## config.mk

```make
export PLATFORM = sky130hd
export DESIGN_NAME = lap_recorder
export DESIGN_NICKNAME = d
export VERILOG_FILES = /design/src/rtl/lap_recorder.sv
export SDC_FILE = /design/constraint.sdc
export NUM_CORES = 1
export LEC_CHECK = 0
export CORE_MARGIN = 4
export CORE_UTILIZATION = 35
export DETAILED_ROUTE_END_ITERATION = 8
export HOLD_SLACK_MARGIN = 0.15
export SLEW_MARGIN = 10
export SYNTH_ARGS = -nofsm -noshare
export SYNTH_HDL_FRONTEND = slang
export SYNTH_SLANG_ARGS = --single-unit
```

## constraint.sdc

```tcl
create_clock -name clk -period 11.1 [get_ports clk]
set_input_delay 2.22 -clock clk [delete_from_list [all_inputs] [get_ports clk]]
set_output_delay 2.22 -clock clk [all_outputs]
set_load 0.005 [all_outputs]
```

## src/rtl/lap_recorder.sv

```systemverilog
// Lap-time capture buffer: DEPTH slots, stop-when-full or overwrite-oldest, indexed read port.
// Latency: capture on the lap rising-edge clock; rd_data/rd_valid registered one edge after rd_idx/state.
// Backpressure: none; laps arriving while full are dropped or overwrite the oldest, and set sticky ovf.
// Optional: define LAP_SPLIT_EN to add rd_split (per-lap split time stored alongside each lap).
module lap_recorder #(
  parameter  int DEPTH  = 5,
  parameter  int MW     = 7,
  parameter  int SW     = 7,
  parameter  int CW     = 7,
  localparam int DATA_W = MW + SW + CW,
  localparam int IDX_W  = $clog2(DEPTH),
  localparam int CNT_W  = $clog2(DEPTH + 1)
) (
  input  logic              clk,
  input  logic              reset_n,
  input  logic              sw_on,
  input  logic              lap,
  input  logic              clear,
  input  logic [MW-1:0]     min,
  input  logic [SW-1:0]     sec,
  input  logic [CW-1:0]     csec,
  input  logic              wrap_mode,
  input  logic [IDX_W-1:0]  rd_idx,
  output logic [DATA_W-1:0] rd_data,
  output logic              rd_valid,
`ifdef LAP_SPLIT_EN
  output logic [DATA_W-1:0] rd_split,
`endif
  output logic [CNT_W-1:0]  lap_cnt,
  output logic              full,
  output logic              ovf,
  output logic [DEPTH-1:0]  slot_free
);

  // Wide enough to hold head + count (both <= DEPTH) before the mod-DEPTH fold.
  localparam int SUM_W = IDX_W + 2;

  // Fold a sum of two in-range indices back into 0..DEPTH-1 (DEPTH need not be a power of two).
  function automatic logic [IDX_W-1:0] wrap_idx(input logic [SUM_W-1:0] s);
    logic [SUM_W-1:0] r;
    r = (s >= SUM_W'(DEPTH)) ? s - SUM_W'(DEPTH) : s;
    return IDX_W'(r);
  endfunction

`ifdef LAP_SPLIT_EN
  // Mixed-radix a - b: csec borrows at 100, sec at 60, minutes wrap modulo 2^MW.
  function automatic logic [DATA_W-1:0] split_sub(input logic [DATA_W-1:0] a,
                                                   input logic [DATA_W-1:0] b);
    int dc;
    int ds;
    int dm;
    dc = int'(a[CW-1:0]) - int'(b[CW-1:0]);
    ds = int'(a[SW+CW-1:CW]) - int'(b[SW+CW-1:CW]);
    dm = int'(a[DATA_W-1:SW+CW]) - int'(b[DATA_W-1:SW+CW]);
    if (dc < 0) begin
      dc = dc + 100;
      ds = ds - 1;
    end
    if (ds < 0) begin
      ds = ds + 60;
      dm = dm - 1;
    end
    return {MW'(dm), SW'(ds), CW'(dc)};
  endfunction
`endif

  logic [DATA_W-1:0] mem_q [DEPTH];
  logic [IDX_W-1:0]  head_q, head_d;
  logic [CNT_W-1:0]  cnt_q, cnt_d;
  logic              ovf_q, ovf_d;
  logic              lap_q;
  logic [DATA_W-1:0] rd_data_q, rd_data_d;
  logic              rd_valid_q, rd_valid_d;

  logic              lap_evt;
  logic              is_full;
  logic              cap_wr;
  logic              wipe;
  logic [IDX_W-1:0]  wr_slot;
  logic [IDX_W-1:0]  rd_slot;
  logic [DATA_W-1:0] cur_time;

`ifdef LAP_SPLIT_EN
  logic [DATA_W-1:0] split_mem_q [DEPTH];
  logic [DATA_W-1:0] prev_q;
  logic [DATA_W-1:0] rd_split_q, rd_split_d;
  logic [DATA_W-1:0] split_now;
`endif

  // Edge detect, write placement, occupancy/head/overflow next state and read-port lookup.
  always_comb begin
    cur_time   = {min, sec, csec};
    wipe       = !reset_n || (sw_on && clear);
    lap_evt    = lap & ~lap_q;
    is_full    = (cnt_q == CNT_W'(DEPTH));
    // When full, head + DEPTH folds to head, so one formula covers append and overwrite.
    wr_slot    = wrap_idx(SUM_W'(head_q) + SUM_W'(cnt_q));
    cap_wr     = lap_evt && (!is_full || wrap_mode);
    cnt_d      = cnt_q;
    head_d     = head_q;
    ovf_d      = ovf_q;
    if (lap_evt) begin
      if (!is_full) begin
        cnt_d = cnt_q + CNT_W'(1);
      end else begin
        ovf_d = 1'b1;
        if (wrap_mode) begin
          head_d = wrap_idx(SUM_W'(head_q) + SUM_W'(1));
        end
      end
    end
    rd_valid_d = (SUM_W'(rd_idx) < SUM_W'(cnt_q));
    rd_slot    = rd_valid_d ? wrap_idx(SUM_W'(head_q) + SUM_W'(rd_idx)) : '0;
    rd_data_d  = rd_valid_d ? mem_q[rd_slot] : '0;
`ifdef LAP_SPLIT_EN
    split_now  = split_sub(cur_time, prev_q);
    rd_split_d = rd_valid_d ? split_mem_q[rd_slot] : '0;
`endif
  end

  // All state: reset and clear wipe everything; otherwise capture laps and refresh the read port.
  always_ff @(posedge clk) begin
    // A lap held high through reset must not look like a fresh edge afterwards.
    lap_q <= reset_n ? lap : 1'b1;
    if (wipe) begin
      for (int i = 0; i < DEPTH; i++) begin
        mem_q[i] <= '0;
      end
      head_q     <= '0;
      cnt_q      <= '0;
      ovf_q      <= 1'b0;
      rd_data_q  <= '0;
      rd_valid_q <= 1'b0;
`ifdef LAP_SPLIT_EN
      for (int i = 0; i < DEPTH; i++) begin
        split_mem_q[i] <= '0;
      end
      prev_q     <= '0;
      rd_split_q <= '0;
`endif
    end else begin
      head_q     <= head_d;
      cnt_q      <= cnt_d;
      ovf_q      <= ovf_d;
      rd_data_q  <= rd_data_d;
      rd_valid_q <= rd_valid_d;
      if (cap_wr) begin
        mem_q[wr_slot] <= cur_time;
      end
`ifdef LAP_SPLIT_EN
      // The split reference advances on every lap event, even when the lap itself is dropped.
      if (lap_evt) begin
        prev_q <= cur_time;
      end
      if (cap_wr) begin
        split_mem_q[wr_slot] <= split_now;
      end
      rd_split_q <= rd_split_d;
`endif
    end
  end

  // Per-slot emptiness decode of the live count.
  always_comb begin
    slot_free = '0;
    for (int i = 0; i < DEPTH; i++) begin
      slot_free[i] = (i >= int'(cnt_q));
    end
  end

  assign rd_data  = rd_data_q;
  assign rd_valid = rd_valid_q;
  assign lap_cnt  = cnt_q;
  assign full     = is_full;
  assign ovf      = ovf_q;
`ifdef LAP_SPLIT_EN
  assign rd_split = rd_split_q;
`endif

endmodule

```

==> results.txt, run 1 <==
status -> completed
via count of the first global-routing pass -> 5627
hpwl dp -> 11500 microns
post-cts sizing count -> 0
Commonest cells post-synth -> edfxtp_1 (168), and2_1 (105), mux2i_1 (87)
CP required -> 11.42 ns
Critical Path AT -> 6.18 ns
met1 Resource Use GR -> 17.5%
max-slew violation count -> 0
final-stage net count -> 741
busiest grt layer -> met2
Residual DRC -> 0
Root Driver -> clkbuf_16
routed length per placed instance -> 19.2 microns
Core ar. -> 24500 sq um
Reg-to-Reg End -> mem_q[1][10]
leading area contributor after synthesis -> edfxtp_1
n_diodes -> 0
Die Y -> 166 microns
first-pass GRT wire length -> 30800 microns
top cells by area, synth -> edfxtp_1 (58%), mux2i_1 (10%), and2_1 (7.5%)
Pwr Density -> 152 nW/um^2
clock slew at reported path FFs -> 0.07 ns
DIE AREA -> 27600 sq um
pin count of the biggest net entering global routing -> 64
Slew HR -> 22.7%
drt via density -> 4.97
worst min-delay path endpoint -> ovf
post-synth cell types -> 43
layout cells sized above 1 -> 7.95%
GRT Residual Overflow -> 0
TritonCTS clock tree -> done
Mapped Avg Cell Area -> 13.7 sq um
Reg-to-Reg Start -> head_q[0]
Final Hold Viols -> 0
actual slew at the worst max-slew pin -> 1.16 ns
synthesized flop and latch total -> 198
GP Congestion -> 0.755
Fin Setup TNS -> 0 ns
hold path startpoint -> ovf
worst setup path start -> rd_idx[0]
post-synth top area share -> 57.7%
Pre-antenna DRT Iters -> 5
H-tree levels -> 4
final design utilization -> 42.0%
# hold bufs at CTS -> 0
DIE WIDTH -> 166 microns
met3 usage -> 2.43%
startpoint types -> input pin
total CTS buffers -> 17
Post-Layout Cell Count -> 1028
reported max-cap violation count -> 0
Yosys warning count -> 0
Post-Synthesis Cells -> 637
Routed Antenna Nets -> 0
cell row count -> 57
DRT Wirelength -> 19700 microns
via count -> 5112
met2 Use GR -> 26.0%
Async SR Flop Fraction -> 0%
R2R setup slack -> 6.71 ns
syn nets -> 687
Max FO, Critical Path -> 63
endpoints failing setup -> 0
Register-to-Register Path Depth -> 10
# Post-CTS Setup Buffers -> 0
Initial Util -> 35.7%
area of the mapped netlist -> 8740 sq um
hold path depth -> 2
initial antenna violation count -> 0
EDFF count, synth -> 168
Clock Skew -> 0.00788 ns
Fmax -> 170 MHz
Tcrit/Tclk final -> 52.8%
RSZ-0062 raised after global routing -> false
final worst path period need -> 5.87 ns
Max VDD drop -> 0.0927 mV
Iter 0 DRT Violations -> 288
commonest register cell after synthesis -> edfxtp_1
Layout area overhead -> 17.4%
Longest Clk Path Bufs -> 2
clk sinks -> 198
critical path class -> input pin to flop
IO buf count -> 61
Hold Crit Class -> flop to flop
Cells after DPL -> 996
leakage power -> 3.72 nW
# IOs -> 62
share of the yosys chip area belonging to registers -> 64.6%
clock latency on the worst-skew pair -> 0.43 ns
Crit. End Element -> flop
top-count cell post-synth -> edfxtp_1
total track usage -> 14.4%
## worst max-delay path, stage by stage
cell	delay, ns
clkdlybuf4s50_1	0.44
ha_1	0.25
fa_1	0.51
inv_1	0.07
ha_1	0.17
nand2b_1	0.15
a221oi_2	0.50
mux2i_4	0.31
buf_4	0.89
mux2i_1	0.29
nand2_1	0.09
a31o_1	0.26
## worst max path at each step
stage,end,slack (ns),cells past startpoint
2_1_floorplan,rd_data[7],6.32,12
3_3_place_gp,rd_data[7],4.88,12
3_5_place_dp,rd_data[7],4.79,12
4_1_cts,rd_data[7],5.24,12
5_1_grt,rd_data[7],5.01,12
6_report,rd_data[7],5.23,12
## cell families (layout without fill, tap and decap cells)
group / after synthesis / after routing / synth area share, %
AND/OR/NAND/NOR: 205 / 205 / 12.7
flip-flops: 198 / 198 / 64.6
multiplexers: 87 / 87 / 9.96
AO/OA/AOI/OAI: 76 / 76 / 6.32
buffers and inverters: 44 / 111 / 2.73
adder cells (fa/ha/maj): 20 / 20 / 3.03
XOR/XNOR: 7 / 7 / 0.701
## metrics by stage
step                setup slack [ns]  power, mW  hold WS (ns)  cell area [sq um]
floorplan                       6.32      0.914         0.460               8740
global placement                4.88      0.956         0.460               9670
detailed placement              4.79      0.960         0.471               9670
CTS                             5.24       1.57         0.492              10300
global route                    5.01       1.61         0.553              10300
finish                          5.23       1.56         0.492              10300
## layout make-up
| class | count | area (sq um) |
|---|---|---|
| fill | 2216 | 14200 |
| sequential | 198 | 5650 |
| clock buffer | 22 | 474 |
| multi-input combinational | 395 | 2920 |
| clock inverter | 10 | 120 |
| tap | 324 | 405 |
| inverter | 12 | 45.0 |
| timing repair buffer | 67 | 656 |
## placed cells by master, fill, tap and decap left out, types with 6 or more instances in the layout
cell             count
clkbuf_16           17
ha_1                18
a21oi_1              8
buf_4                6
dfxtp_1             30
or2_2                6
mux2i_1             86
clkdlybuf4s50_1     61
inv_1               12
nor2_1              14
a31o_1              21
nand2_1             53
edfxtp_1           168
and2_1             105
o22ai_1             21
## flip-flops by register name (all words and copies together), names as in the netlist
name and count:
mem_q 168, rd_data 21, head_q 3, lap_cnt 3
lap_q 1, ovf 1, rd_valid 1
## routing by layer
metal / vias to the layer above / wire, microns / part of all wire (%)
li1: 2422 / - / -
met1: 2543 / 8340 / 42
met2: 130 / 10300 / 52
met3: 17 / 877 / 4.4
met4: 0 / 199 / 1.0
met5: - / 0 / 0
## power by group
group / switching, mW / leakage, nW / internal (mW) / total, mW
combinational: 0.0624 / 1.50 / 0.0443 / 0.107
sequential: 0.00669 / 1.93 / 0.828 / 0.835
clock: 0.268 / 0.288 / 0.352 / 0.620
total: 0.337 / 3.72 / 1.22 / 1.56
Power figures use the tool's default switching activity.
==> inputs of run 2 (changes only) <==
Clock period 11.1 ns to 5.4 ns, I/O delays scaled along.
==> results.txt, run 2 (synthesis gave the netlist of run 1 again) <==
DIE WIDTH -> 166 microns
multi-input logic area -> 2910 sq um
pin count of the biggest net entering global routing -> 64
Max FO, Critical Path -> 63
Fin Setup TNS -> 0 ns
Fill cells -> 2203
final-stage net count -> 746
Iter 0 DRT Violations -> 279
Pwr Density -> 310 nW/um^2
IO buf count -> 61
startpoint types -> input pin
clock slew at reported path FFs -> 0.07 ns
total CTS buffers -> 17
initial antenna violation count -> 1
Clock Skew -> 0.0116 ns
Initial Util -> 35.7%
Reg-to-Reg End -> mem_q[4][8]
endpoints failing setup -> 0
commonest non-fill, non-tap cell in the layout -> edfxtp_1
final worst path period need -> 4.26 ns
first-pass GRT wire length -> 29900 microns
Layout area overhead -> 17.7%
Residual DRC -> 0
GP Congestion -> 0.747
critical path class -> input pin to flop
hold path depth -> 2
max-slew violation count -> 0
total track usage -> 14.0%
Crit. End Element -> flop
RSZ-0062 raised after global routing -> false
Critical Path AT -> 4.58 ns
DRT Wirelength -> 19400 microns
Largest register FFs -> 168
via count -> 5028
cell row count -> 57
status -> completed
layout cells sized above 1 -> 7.90%
H-tree levels -> 4
# Post-CTS Setup Buffers -> 0
Longest Clk Path Bufs -> 2
# hold bufs at CTS -> 0
clk sinks -> 198
Hold Crit Class -> flop to flop
clock latency on the worst-skew pair -> 0.43 ns
DIE AREA -> 27600 sq um
Max VDD drop -> 0.187 mV
worst min-delay path endpoint -> ovf
post-cts sizing count -> 0
via count of the first global-routing pass -> 5342
Final Hold Viols -> 0
Core ar. -> 24500 sq um
leakage power -> 3.75 nW
R2R setup slack -> 1.20 ns
Reg-to-Reg Start -> head_q[0]
Storage cell area -> 5650 sq um
Reg with most FFs -> mem_q
# IOs -> 62
hpwl dp -> 11300 microns
Die Y -> 166 microns
Routed Antenna Nets -> 0
Slew HR -> 41.2%
GRT Residual Overflow -> 0
actual slew at the worst max-slew pin -> 0.881 ns
drt via density -> 4.86
total power -> 3.19 mW
Root Driver -> clkbuf_16
CP required -> 5.72 ns
reported max-cap violation count -> 0
Fmax -> 235 MHz
TritonCTS clock tree -> done
routed length per placed instance -> 18.8 microns
commonest cells after routing, fill and taps aside -> edfxtp_1 (168), and2_1 (105), mux2i_1 (86)
Pre-antenna DRT Iters -> 4
Tcrit/Tclk final -> 78.9%
hold path startpoint -> ovf
Register-to-Register Path Depth -> 11
==> run 2: worst max-delay path: stages <==
cell             delay (ns)
clkdlybuf4s50_1        0.43
ha_1                   0.25
fa_1                   0.51
inv_1                  0.07
ha_1                   0.17
nand2b_1               0.15
a221oi_2               0.51
mux2i_4                0.35
buf_12                 0.41
mux2i_1                0.29
o22ai_1                0.12
a31o_1                 0.21
==> run 2: cell type report <==
type	count	share of cell area (%)
clock inverters	15	1.48
flip-flops and latches	198	54.9
repair buffers	72	6.86
diodes	1	0.0243
clock buffers	17	4.13
well taps	324	3.94
inverters	12	0.438
multi-input cells	395	28.3
==> run 2: how the worst max path moves through the flow <==
stage | startpoint | to | slack, ns | cells after the start
global route | head_q[0] | mem_q[4][8] | 0.89 | 11
finish | rd_idx[0] | rd_data[5] | 1.14 | 12
floorplan | rd_idx[0] | rd_data[7] | 1.76 | 12
global placement | rd_idx[0] | rd_data[7] | 0.77 | 11
detailed placement | rd_idx[0] | rd_data[5] | 0.68 | 12
CTS | rd_idx[0] | rd_data[5] | 1.13 | 12
==> run 2: per-stage QoR <==
| stage | util (%) | area (sq um) | hold slack (ns) | setup slack, ns | cells |
|---|---|---|---|---|---|
| floorplan | - | 8740 | 0.460 | 1.76 | 637 |
| global placement | 39.7 | 9710 | 0.458 | 0.771 | 1001 |
| detailed placement | 39.7 | 9710 | 0.472 | 0.684 | 1001 |
| CTS | 42.0 | 10300 | 0.502 | 1.13 | 1033 |
| global route | 42.1 | 10300 | 0.542 | 0.890 | 1034 |
| finish | 42.1 | 10300 | 0.490 | 1.14 | 1034 |
==> run 2: routing by layer <==
| metal | vias to the layer above | part of all wire [%] | track usage (%) | wire length (microns) |
|---|---|---|---|---|
| li1 | 2442 | - | - | - |
| met1 | 2480 | 43 | 17.6 | 8410 |
| met2 | 87 | 52 | 24.3 | 10100 |
| met3 | 19 | 3.6 | 2.98 | 705 |
| met4 | 0 | 1.4 | 4.56 | 268 |
| met5 | - | 0 | 0 | 0 |
==> run 2: where the power goes <==
part | internal, mW | switching (mW)
sequential | 1.70 | 0.0129
clock | 0.685 | 0.563
combinational | 0.0920 | 0.130
==> inputs of run 3 (changes only) <==
Clock period 5.4 ns to 3.9 ns, I/O delays scaled along.
==> results.txt, run 3 (synthesis gave the netlist of run 1 again) <==
Largest register FFs -> 168
Crit. End Element -> flop
clk sinks -> 198
pin count of the biggest net entering global routing -> 22
total power -> 4.50 mW
layout cells sized above 1 -> 11.4%
Max VDD drop -> 0.251 mV
# hold bufs at CTS -> 0
Slew HR -> 49.6%
final worst path period need -> 3.63 ns
commonest non-fill, non-tap cell in the layout -> edfxtp_1
first-pass GRT wire length -> 30600 microns
Core ar. -> 24500 sq um
RSZ-0062 raised after global routing -> false
Reg with most FFs -> mem_q
reported max-cap violation count -> 0
Root Driver -> clkbuf_16
post-cts sizing count -> 0
via count -> 5275
# IOs -> 62
# Post-CTS Setup Buffers -> 0
total track usage -> 14.2%
IO buf count -> 61
max-slew violation count -> 0
R2R setup slack -> 0.27 ns
n_diodes -> 0
Die Y -> 166 microns
Pre-antenna DRT Iters -> 5
commonest cells after routing, fill and taps aside -> edfxtp_1 (168), and2_1 (105), mux2i_1 (86)
Reg-to-Reg Start -> head_q[0]
Tcrit/Tclk final -> 93.0%
routed length per placed instance -> 18.4 microns
initial antenna violation count -> 0
Longest Clk Path Bufs -> 2
critical path class -> flop to flop
leakage power -> 3.95 nW
H-tree levels -> 4
Hold Crit Class -> flop to flop
hpwl dp -> 12500 microns
GRT Residual Overflow -> 0
clock latency on the worst-skew pair -> 0.43 ns
Pwr Density -> 422 nW/um^2
worst setup path start -> head_q[0]
hold path startpoint -> ovf
startpoint types -> flop
Critical Path AT -> 3.77 ns
Residual DRC -> 0
Initial Util -> 35.7%
total CTS buffers -> 17
TritonCTS clock tree -> done
CP required -> 4.05 ns
final-stage net count -> 774
endpoints failing setup -> 0
Clock Skew -> 0.00791 ns
Fmax -> 276 MHz
placed instance area -> 10100 sq um
Routed Antenna Nets -> 0
Max FO, Critical Path -> 10
via count of the first global-routing pass -> 5593
Iter 0 DRT Violations -> 301
Layout area overhead -> 22.0%
actual slew at the worst max-slew pin -> 0.748 ns
drt via density -> 4.97
clock slew at reported path FFs -> 0.07 ns
status -> completed
GP Congestion -> 0.764
cell row count -> 57
DRT Wirelength -> 19500 microns
final design instance area without fill -> 10700 sq um
DIE AREA -> 27600 sq um
DIE WIDTH -> 166 microns
Final Hold Viols -> 0
## run 3: where the power goes
part	internal, mW	total [mW]	switching (mW)
Combinational	0.168	0.356	0.189
Sequential	2.36	2.38	0.0192
Clock	0.977	1.77	0.792
## run 3: area by class of cell
| class | instances | area [sq um] |
|---|---|---|
| multi-input cells | 395 | 2890 |
| fillers | 2175 | 13800 |
| clock buffers | 20 | 447 |
| flip-flops and latches | 198 | 5650 |
| repair buffers | 100 | 1090 |
| clock inverters | 12 | 145 |
| inverters | 12 | 45.0 |
| well taps | 324 | 405 |
## run 3: layer usage
metal	track usage, %	wire length, microns	share of wire [%]	up-vias
met4	4.38	248	1.3	0
met5	0	0	0	-
met1	17.0	8110	42	2637
met2	25.9	10400	53	123
li1	-	-	-	2495
met3	2.52	795	4.1	20
## run 3: worst max-delay path, stage by stage, from the launching register on
cell	delay, ns
dfxtp_1	0.52
ha_1	0.26
fa_1	0.46
inv_1	0.15
ha_1	0.30
nand2b_1	0.13
a2111oi_1	0.53
a32o_1	0.21
a31oi_1	0.07
nor2_1	0.14
or2_2	0.36
buf_12	0.19
## run 3: path summary, 6_finish.rpt
kind	cells past startpoint	endpoint
worst max-delay path	11	mem_q[4][0]
worst min-delay path	2	ovf
worst max register to register	11	mem_q[4][0]
worst min register to register	2	ovf
## run 3: per-stage QoR
stage               worst slack (ns)  TNS, ns  utilization [%]  std cells  hold WS [ns]
finish                         0.272        0             43.6       1061         0.501
global route                  0.0147        0             43.6       1061         0.532
CTS                            0.298        0             43.6       1061         0.502
detailed placement            -0.102   -0.987             41.2       1029         0.474
global placement             -0.0349   -0.155             41.2       1029         0.463
floorplan                      0.313        0                -        637         0.460
==> RTL edit (flow settings as in run 1) <==
Add a define of `LAP_SPLIT_EN`.
--- a/src/rtl/lap_recorder.sv
+++ b/src/rtl/lap_recorder.sv
@@ -4,2 +4,4 @@
 // Optional: define LAP_SPLIT_EN to add rd_split (per-lap split time stored alongside each lap).
+`define LAP_SPLIT_EN
+
 module lap_recorder #(
Behaviour (old outputs only; new: rd_split): unchanged (equiv_simple and equiv_induct, registers matched by name and starting in step).
==> RTL edit against run 1 <==
Wire length is 110% higher; total power increased by 120%; setup slack worse by 0.31 ns; utilization down 0.43 points; sequential cell count grew 210; synthesized area rose by 100%; hold slack worse by 0.038 ns; design area increased by 100%; cell count increased by 100%; synthesized cell count grew 100%; critical path depth up 1; largest cell class unchanged; highest routed layer unchanged.
==> RTL edit: results (changes against run 1) <==
- 0.783 mW — switching pwr, was 0.337 mW
- 0.085 — Comb power frac, was 0.068
- 41.7 mm — DRT Wirelength, was 19.7 mm
- 408 — CTS sink count, was 198
- prev_q[10] — worst min-delay path endpoint, was ovf
- 78 — crit path max fanout, was 63
- 79 — pin count of the biggest net entering global routing, was 64
- prev_q[10] — beginning of the worst hold path, was ovf
- 233 um — Die Wd, was 166 um
- lap_cnt[1] — r2r startpoint, was head_q[0]
- 0.0325 ns — final setup skew, was 0.00788 ns
- 64 — clkbuf count, was 22
- 2 — H-tree level count, was 4
- 0.274 — multi-input combinational area share, was 0.284
- 0.162 GHz — timing-limited maximum frequency, was 0.170 GHz
- 1300 — gate count of the mapped netlist, was 637
- mem_q[4][7] — endpoint of the worst-slack reg-to-reg timing path, was mem_q[1][10]
- completed — status, unchanged
- sky130_fd_sc_hd__edfxtp_1, sky130_fd_sc_hd__nor2_1, sky130_fd_sc_hd__nand2_1 — top cells by instance count after synthesis, was sky130_fd_sc_hd__edfxtp_1, sky130_fd_sc_hd__and2_1, sky130_fd_sc_hd__mux2i_1
- 10900 — via count of the first global-routing pass, was 5627
- 0.56 ns — clock insertion delay at the later pin of the skew report, was 0.43 ns
- 0.651 — part of the Yosys area used for sequential elements, was 0.646
- 64.4 mm — global-route wire length before repair, was 30.8 mm
- 1466 — net count of the finished layout, was 741
- 82 — number of buffers inserted by port buffering, was 61
- 24.6 mm — HPWL after DPL, was 11.5 mm
- 4.30 ns — Setup WS pre-CTS, was 4.79 ns
- 106 — Repair and plain buffers, was 67
- 1377 — Post-Syn Nets, was 687
- 0.0193 mm^2 — area post-placement, was 0.00967 mm^2
- 0.0696 — clock network share of area, was 0.0579
- 168 mW/mm^2 — Cell Pwr Density, was 152 mW/mm^2
- 3 — number of buffers on the longest clock path, was 2
- 0.109 — fraction of final layout cells with drive strength greater than 1, was 0.0795
- 6.56 ns — Crit path arrival time, was 6.18 ns
- 45 — total clock buffers created by CTS, was 17
- 0.86 ns — Critical Path Max Stage Delay, was 0.89 ns
[RTL edit: cell count changes after synthesis, sizes merged, moves of 24 or more]
cell,before,now
mux4,0,42
nor2,20,157
nand2,53,112
ha,18,42
edfxtp,168,336
dfxtp,30,72
clkbuf,18,44
inv,12,72
a21oi,8,40
o221ai,0,42
[RTL edit: logic make-up (layout without fill, tap and decap cells)]
| logic type | count (synthesis) | count (layout) | synth area share |
|---|---|---|---|
| simple gates | 410 | 410 | 0.108 |
| flops | 408 | 408 | 0.651 |
| buf+inv | 136 | 259 | 0.0304 |
| mux | 133 | 133 | 0.105 |
| compound gates | 127 | 127 | 0.0508 |
| fa+ha+maj | 47 | 47 | 0.0353 |
| xor+xnor | 39 | 39 | 0.0197 |
[RTL edit: routing by layer]
layer	share of wire	global-route usage	routed length, um
met2	0.49	0.261	20400
met5	0	0	0
met4	0.019	0.0362	797
met1	0.45	0.209	18600
met3	0.046	0.0234	1900
